**src/rtl/vedic_pp_combine_seq_if.sv**
```systemverilog
// Handshake and data bundle between the quadrant multipliers, the combiner and the lane result register.
interface vedic_pp_combine_seq_if #(
  parameter int WIDTH = 32
);
  logic               in_valid;
  logic               in_ready;
  logic [WIDTH-1:0]   pp_ll;
  logic [WIDTH-1:0]   pp_hl;
  logic [WIDTH-1:0]   pp_lh;
  logic [WIDTH-1:0]   pp_hh;
  logic               out_valid;
  logic               out_ready;
  logic [2*WIDTH-1:0] product;
  logic               busy;

  modport master (
    output in_valid, pp_ll, pp_hl, pp_lh, pp_hh, out_ready,
    input  in_ready, out_valid, product, busy
  );

  modport slave (
    input  in_valid, pp_ll, pp_hl, pp_lh, pp_hh, out_ready,
    output in_ready, out_valid, product, busy
  );
endinterface

```
**src/rtl/vedic_pp_combine_seq.sv**
```systemverilog
// Folds four half-width partial products into a 2*WIDTH product using one shared WIDTH+1-bit adder.
// Latency 3 clocks from acceptance to out_valid; holds the result and refuses input until out_ready.
module vedic_pp_combine_seq #(
  parameter int WIDTH = 32
) (
  input logic                   clk,
  input logic                   rst_n,
  vedic_pp_combine_seq_if.slave bus
);
  localparam int HALF = WIDTH / 2;

  typedef enum logic [2:0] {IDLE, MID, LO, HI, OUT} state_t;

  state_t             state;
  state_t             state_nxt;
  logic [WIDTH-1:0]   ll_q;
  logic [WIDTH-1:0]   hl_q;
  logic [WIDTH-1:0]   lh_q;
  logic [WIDTH-1:0]   hh_q;
  logic [WIDTH:0]     mid_q;
  logic               carry_q;
  logic [2*WIDTH-1:0] product_q;

  logic [WIDTH-1:0]   add_a;
  logic [WIDTH-1:0]   add_b;
  logic               add_cin;
  logic [WIDTH:0]     add_sum;

  // Operand steering for the single shared adder; each step uses it exactly once.
  always_comb begin
    state_nxt = state;
    add_a     = '0;
    add_b     = '0;
    add_cin   = 1'b0;
    case (state)
      IDLE: if (bus.in_valid) state_nxt = MID;
      MID: begin
        add_a     = hl_q;
        add_b     = lh_q;
        state_nxt = LO;
      end
      LO: begin
        add_a     = ll_q;
        add_b     = {mid_q[HALF-1:0], {HALF{1'b0}}};
        state_nxt = HI;
      end
      HI: begin
        add_a     = hh_q;
        add_b     = {{(HALF-1){1'b0}}, mid_q[WIDTH:HALF]};
        add_cin   = carry_q;
        state_nxt = OUT;
      end
      OUT: if (bus.out_ready) state_nxt = IDLE;
      default: state_nxt = IDLE;
    endcase
    add_sum = {1'b0, add_a} + {1'b0, add_b} + {{WIDTH{1'b0}}, add_cin};
  end

  always_ff @(posedge clk or negedge rst_n) begin
    if (!rst_n) state <= IDLE;
    else        state <= state_nxt;
  end

  always_ff @(posedge clk or negedge rst_n) begin
    if (!rst_n) begin
      ll_q      <= '0;
      hl_q      <= '0;
      lh_q      <= '0;
      hh_q      <= '0;
      mid_q     <= '0;
      carry_q   <= 1'b0;
      product_q <= '0;
    end else begin
      case (state)
        IDLE: if (bus.in_valid) begin
          ll_q <= bus.pp_ll;
          hl_q <= bus.pp_hl;
          lh_q <= bus.pp_lh;
          hh_q <= bus.pp_hh;
        end
        MID: mid_q <= add_sum;
        LO: begin
          product_q[WIDTH-1:0] <= add_sum[WIDTH-1:0];
          carry_q              <= add_sum[WIDTH];
        end
        // Top carry of the high-half sum is dropped: the result is modulo 2^(2*WIDTH).
        HI: product_q[2*WIDTH-1:WIDTH] <= add_sum[WIDTH-1:0];
        default: ;
      endcase
    end
  end

  assign bus.in_ready  = (state == IDLE);
  assign bus.out_valid = (state == OUT);
  assign bus.busy      = (state != IDLE);
  assign bus.product   = product_q;
endmodule

```
**src/flat_wrapper.sv**
```systemverilog
// flat-port wrapper written by rule: the top's interface ports become plain ports
module vedic_pp_combine_seq_flat 
#(
  parameter int WIDTH = 32
)
  (clk, rst_n, bus_in_valid, bus_pp_ll, bus_pp_hl, bus_pp_lh, bus_pp_hh, bus_out_ready, bus_in_ready, bus_out_valid, bus_product, bus_busy);
  vedic_pp_combine_seq_if #(.WIDTH(WIDTH)) bus_i ();
  input logic clk;
  input logic rst_n;
  input wire logic [$bits(bus_i.in_valid)-1:0] bus_in_valid;
  input wire logic [$bits(bus_i.pp_ll)-1:0] bus_pp_ll;
  input wire logic [$bits(bus_i.pp_hl)-1:0] bus_pp_hl;
  input wire logic [$bits(bus_i.pp_lh)-1:0] bus_pp_lh;
  input wire logic [$bits(bus_i.pp_hh)-1:0] bus_pp_hh;
  input wire logic [$bits(bus_i.out_ready)-1:0] bus_out_ready;
  output wire logic [$bits(bus_i.in_ready)-1:0] bus_in_ready;
  output wire logic [$bits(bus_i.out_valid)-1:0] bus_out_valid;
  output wire logic [$bits(bus_i.product)-1:0] bus_product;
  output wire logic [$bits(bus_i.busy)-1:0] bus_busy;
  assign bus_i.in_valid = bus_in_valid;
  assign bus_i.pp_ll = bus_pp_ll;
  assign bus_i.pp_hl = bus_pp_hl;
  assign bus_i.pp_lh = bus_pp_lh;
  assign bus_i.pp_hh = bus_pp_hh;
  assign bus_i.out_ready = bus_out_ready;
  assign bus_in_ready = bus_i.in_ready;
  assign bus_out_valid = bus_i.out_valid;
  assign bus_product = bus_i.product;
  assign bus_busy = bus_i.busy;
  vedic_pp_combine_seq #(.WIDTH(WIDTH)) u_core (.clk(clk), .rst_n(rst_n), .bus(bus_i));
endmodule
```
**config.mk**
```make
export PLATFORM = sky130hd
export DESIGN_NAME = vedic_pp_combine_seq_flat
export DESIGN_NICKNAME = d
export VERILOG_FILES = /design/src/rtl/vedic_pp_combine_seq_if.sv /design/src/rtl/vedic_pp_combine_seq.sv /design/src/flat_wrapper.sv
export SDC_FILE = /design/constraint.sdc
export NUM_CORES = 1
export LEC_CHECK = 0
export ABC_AREA = 1
export BUFFER_PORTS_ARGS = -buffer_cell sky130_fd_sc_hd__buf_2
export CORE_MARGIN = 2
export CORE_UTILIZATION = 40
export DETAILED_ROUTE_END_ITERATION = 8
export GPL_TIMING_DRIVEN = 0
export PLACE_DENSITY_LB_ADDON = 0.3
export SYNTH_ARGS = -nofsm -noshare
export SYNTH_HDL_FRONTEND = slang
export SYNTH_SLANG_ARGS = --single-unit
```
**constraint.sdc**
```tcl
create_clock -name clk -period 3.9 [get_ports clk]
set_clock_uncertainty 0.1 [all_clocks]
set_input_delay 0.39 -clock clk [delete_from_list [all_inputs] [get_ports clk]]
set_output_delay 0.39 -clock clk [all_outputs]
set_load 0.05 [all_outputs]
```
==> impl_metrics.py <==
metrics = {
    "layout": {
        "synthToLayoutAreaGrowth_pct": 30.2,
        "postLayoutCoreUtil_pct": 52.6,
        "nets": 1878,
        "finish.cell_count_without_fillers": 2124,
        "drive_gt1_share_pct": 23.7,
    },
    "yosys": {
        "syn_area_per_cell_um2": 9.08,
        "netlist_area_um2": 12300,
        "synth-warning-count": 0,
        "synth_seq_cells": 229,
        "async_reset_ff_share_pct": 100,
        "ys.flop_type": "dfrtp_1",
        "synth.top_cell.area_share_pct": 46.6,
        "synth.net_count": 1520,
        "synth_top_cells_by_area": "dfrtp_1 (47%), nand2_1 (15%), mux2_4 (15%)",
        "cell_accounting_for_the_most_synthesized_area": "dfrtp_1",
        "postSynthCellCount": 1355,
        "synth-seq-area-share_pct": 46.6,
        "yosys.cell_types.count": 32,
        "synthMostInstantiatedCell": "nand2_1",
        "number_of_enable_type_register_cells_in_the_synthesized_netlist": 0,
        "netlist_top_cells_count": "nand2_1 (493), dfrtp_1 (229), inv_1 (128)",
    },
    "critical_path": {
        "worstReg2RegEnd": "u_core.mid_q[16]$_DFFE_PN0N_",
        "critical_path.startpoint_type": "flip-flop",
        "worst-endpoint-arrival_ns": 4.02,
        "max_stage_delay_ns": 0.48,
        "critical_path_class": "reg -> reg",
        "worst_path_max_fanout": 10,
        "r2r_start": "u_core.state[1]$_DFFE_PN0P_",
        "cp_slowest_cell": "dfrtp_1",
        "worstSetupEndpointType": "flip-flop",
        "cp_cell_sequence": "inv_2, nor3_4, buf_4, clkbuf_4, nand2_1, nand3_1, fa_2, fa_2, nand3_1, nand3_1, nand2_1, nand2_1, nand2_1, nand2_1, or2_2, nand3_1, o21ai_0",
        "regToRegSetupSlack_ns": 0.18,
        "worst_r2r_path_depth": 17,
        "critical-path-top-delay-family": "simple AND/OR/NAND/NOR gates",
        "critical_path_buf_inv_count": 3,
        "cp_common_cell": "nand2_1",
        "timing.critical_path.required_ns": 4.19,
    },
    "die": {
        "floorplan.core_area_um2": 30400,
        "floorplan.rows": 64,
        "die-height_um": 179,
        "fp.dieW_um": 179,
        "floorplan.io_pins": 199,
        "initial_core_utilization_pct": 40.4,
        "floorplan.die_area_um2": 32200,
    },
    "job": {
        "cap_violations": 0,
    },
    "timing": {
        "worst_slew_pin_slew_ns": 0.788,
        "totalNegativeSetupSlack_ns": 0,
        "finalMaxSlewViolations": 0,
        "post_route_fraction_of_the_period_consumed_by_the_critical_path_pct": 95.5,
        "rsz0062_at_grt": "no",
        "fmaxAchievable_ghz": 0.268,
        "max-slew-margin-rel_pct": 47.3,
        "finalHoldViolations": 0,
        "final_period_minus_worst_setup_slack_ns": 3.72,
        "timing.final.setup_violations": 0,
        "worst_slack_ns": 0.175,
    },
    "place": {
        "dpl_worst_slack_ns": -0.180,
        "portBuffers": 198,
        "gp_congestion": 0.924,
        "place.detailed.instances": 1951,
        "dp_hpwl_mm": 29.2,
    },
    "grt": {
        "grt-ovfl-total": 0,
        "antenna_found_initial": 2,
        "grt_use_total_pct": 24.5,
        "first_global_vias": 10400,
        "grt_pass1_wl_mm": 59.3,
        "grt_start_max_net_pins": 99,
    },
    "worst_hold_path": {
        "holdPathEnd": "u_core.ll_q[24]$_DFFE_PN0P_",
        "min_from": "bus_pp_ll[24]",
        "hold_depth": 2,
        "holdCritPathClass": "in -> reg",
    },
    "route": {
        "ant_nets": 0,
        "detailedRoute.firstPassIterationCount": 5,
        "num_vias": 10500,
        "wirelength_mm": 39.1,
        "first_iter_violations": 670,
        "drt_drc_violations_left": 0,
        "number_of_vias_per_cell_after_detailed_routing": 4.93,
        "drt-wirelength-per-cell_um": 18.4,
    },
    "cts": {
        "postCtsSetupRepairBufs": 0,
        "tritoncts": "yes",
        "cts-buffers-inserted": 26,
        "worst_setup_hold_path_clk_slew_ns": 0.06,
        "cts.htree.levels": 1,
        "cts.sink_count": 229,
        "clk_root_buffer_cell": "clkbuf_16",
        "clk_path_buf_depth": 3,
        "clock_insertion_delay_at_the_later_pin_of_the_skew_report_ns": 0.54,
    },
    "pwr": {
        "leakage_power_total_nw": 8.65,
        "total_power_mw": 15.0,
        "p_per_area_nw_per_um2": 934,
        "irDropWorstVdd_uv": 545,
    },
    "outcome": {
        "outcome": "finished, final reports clean",
    },
}
[cell type report]
type | count | area [µm²]
fill | 2806 | 14400
multi-input combinational | 944 | 5780
sequential | 229 | 5730
timing repair buffer | 330 | 2360
clock buffer | 33 | 717
inverter | 132 | 495
tap | 396 | 495
buffer | 50 | 323
clock inverter | 8 | 115
antenna | 2 | 5.00
[cells by family after synthesis]
| group | after synthesis | share of synthesized area, % |
|---|---|---|
| xor gates and xnor gates | 14 | 0.996 |
| AOI/OAI and AO/OA | 100 | 4.94 |
| muxes | 128 | 15.4 |
| adders and majority gates | 33 | 3.48 |
| and+or+nand+nor | 669 | 22.0 |
| buffers and inverters | 182 | 6.60 |
| DFF | 229 | 46.6 |
[how the worst max path moves through the flow]
stage                                 from  slack (ns)                            to  cells past startpoint
6_report       u_core.state[1]$_DFFE_PN0P_        0.18  u_core.mid_q[16]$_DFFE_PN0N_                     17
5_1_grt        u_core.state[1]$_DFFE_PN0P_        0.01  u_core.mid_q[20]$_DFFE_PN0N_                     17
4_1_cts        u_core.state[1]$_DFFE_PN0P_       0.009  u_core.mid_q[16]$_DFFE_PN0N_                     17
3_5_place_dp   u_core.state[1]$_DFFE_PN0P_       -0.18  u_core.mid_q[16]$_DFFE_PN0N_                     16
3_3_place_gp                         rst_n       -1.72   u_core.hl_q[26]$_DFFE_PN0P_                      1
2_1_floorplan  u_core.state[1]$_DFFE_PN0P_        0.77  u_core.mid_q[16]$_DFFE_PN0N_                     16
[cell usage in the layout, fill, tap and decap left out, types with 2 or more instances in the layout]
| cell type | instances |
|---|---|
| nand2_1 | 493 |
| dfrtp_1 | 229 |
| buf_2 | 207 |
| dlygate4sd3_1 | 130 |
| inv_1 | 128 |
| mux2_4 | 120 |
| nand3_1 | 113 |
| nor2_1 | 45 |
| o21ai_0 | 40 |
| ha_1 | 31 |
| a22o_1 | 26 |
| clkbuf_16 | 26 |
| clkbuf_1 | 23 |
| a21oi_1 | 21 |
| buf_6 | 14 |
| xnor2_1 | 10 |
| o21ai_1 | 9 |
| mux2_2 | 8 |
| nor3_1 | 6 |
| inv_2 | 4 |
| clkbuf_8 | 4 |
| nand4_1 | 3 |
| xor2_1 | 3 |
| buf_4 | 3 |
| diode_2 | 2 |
| o21bai_1 | 2 |
| nand3b_1 | 2 |
| nor3_4 | 2 |
| nor2_2 | 2 |
| clkbuf_2 | 2 |
| fa_2 | 2 |
| clkinv_4 | 2 |
| bufinv_16 | 2 |
| buf_16 | 2 |
[worst register-to-register path: cells and delay by family, from the launching register on]
family          cells  cell delay, ns
fa+ha+maj           2            0.86
buf+inv             3            0.59
simple gates       11            1.44
compound gates      1            0.12
flops               1            0.48
[registers in the layout (all words and copies together), names as in the netlist]
name                flops
u_core.hh_q            32
u_core.carry_q          1
u_core.ll_q            32
u_core.lh_q            32
u_core.hl_q            32
u_core.bus.product     64
u_core.mid_q           33
u_core.state            3
[per-layer routing]
metal / share of wire (%) / vias to the layer above / global-route usage [%]
met2: 45 / 340 / 39.4
met1: 46 / 4989 / 34.2
met3: 7.0 / 52 / 4.20
li1: - / 5085 / -
met4: 2.5 / 0 / 6.55
met5: 0 / - / 0
[power by group]
part / internal (mW) / switching (mW) / total [mW]
clock: 1.42 / 0.981 / 2.40
combinational: 3.06 / 5.26 / 8.33
sequential: 3.51 / 0.722 / 4.23
total: 8.00 / 6.97 / 15.0
[metrics by stage]
| stage | hold slack, ns | instance area (µm²) |
|---|---|---|
| floorplan | -0.00559 | 12300 |
| global placement | 0.358 | 13800 |
| detailed placement | 0.265 | 13900 |
| CTS | 0.00384 | 16000 |
| global route | 0.00785 | 16000 |
| finish | 0.0160 | 16000 |
[timing repair]
item / CTS / global route
hold buffers: 130 / 0
resized for setup: 4 / 6
endpoints found under the hold margin: 197 / 0
endpoints found under the setup margin: 10 / 11
No activity file was read; power rests on OpenSTA's default activity.
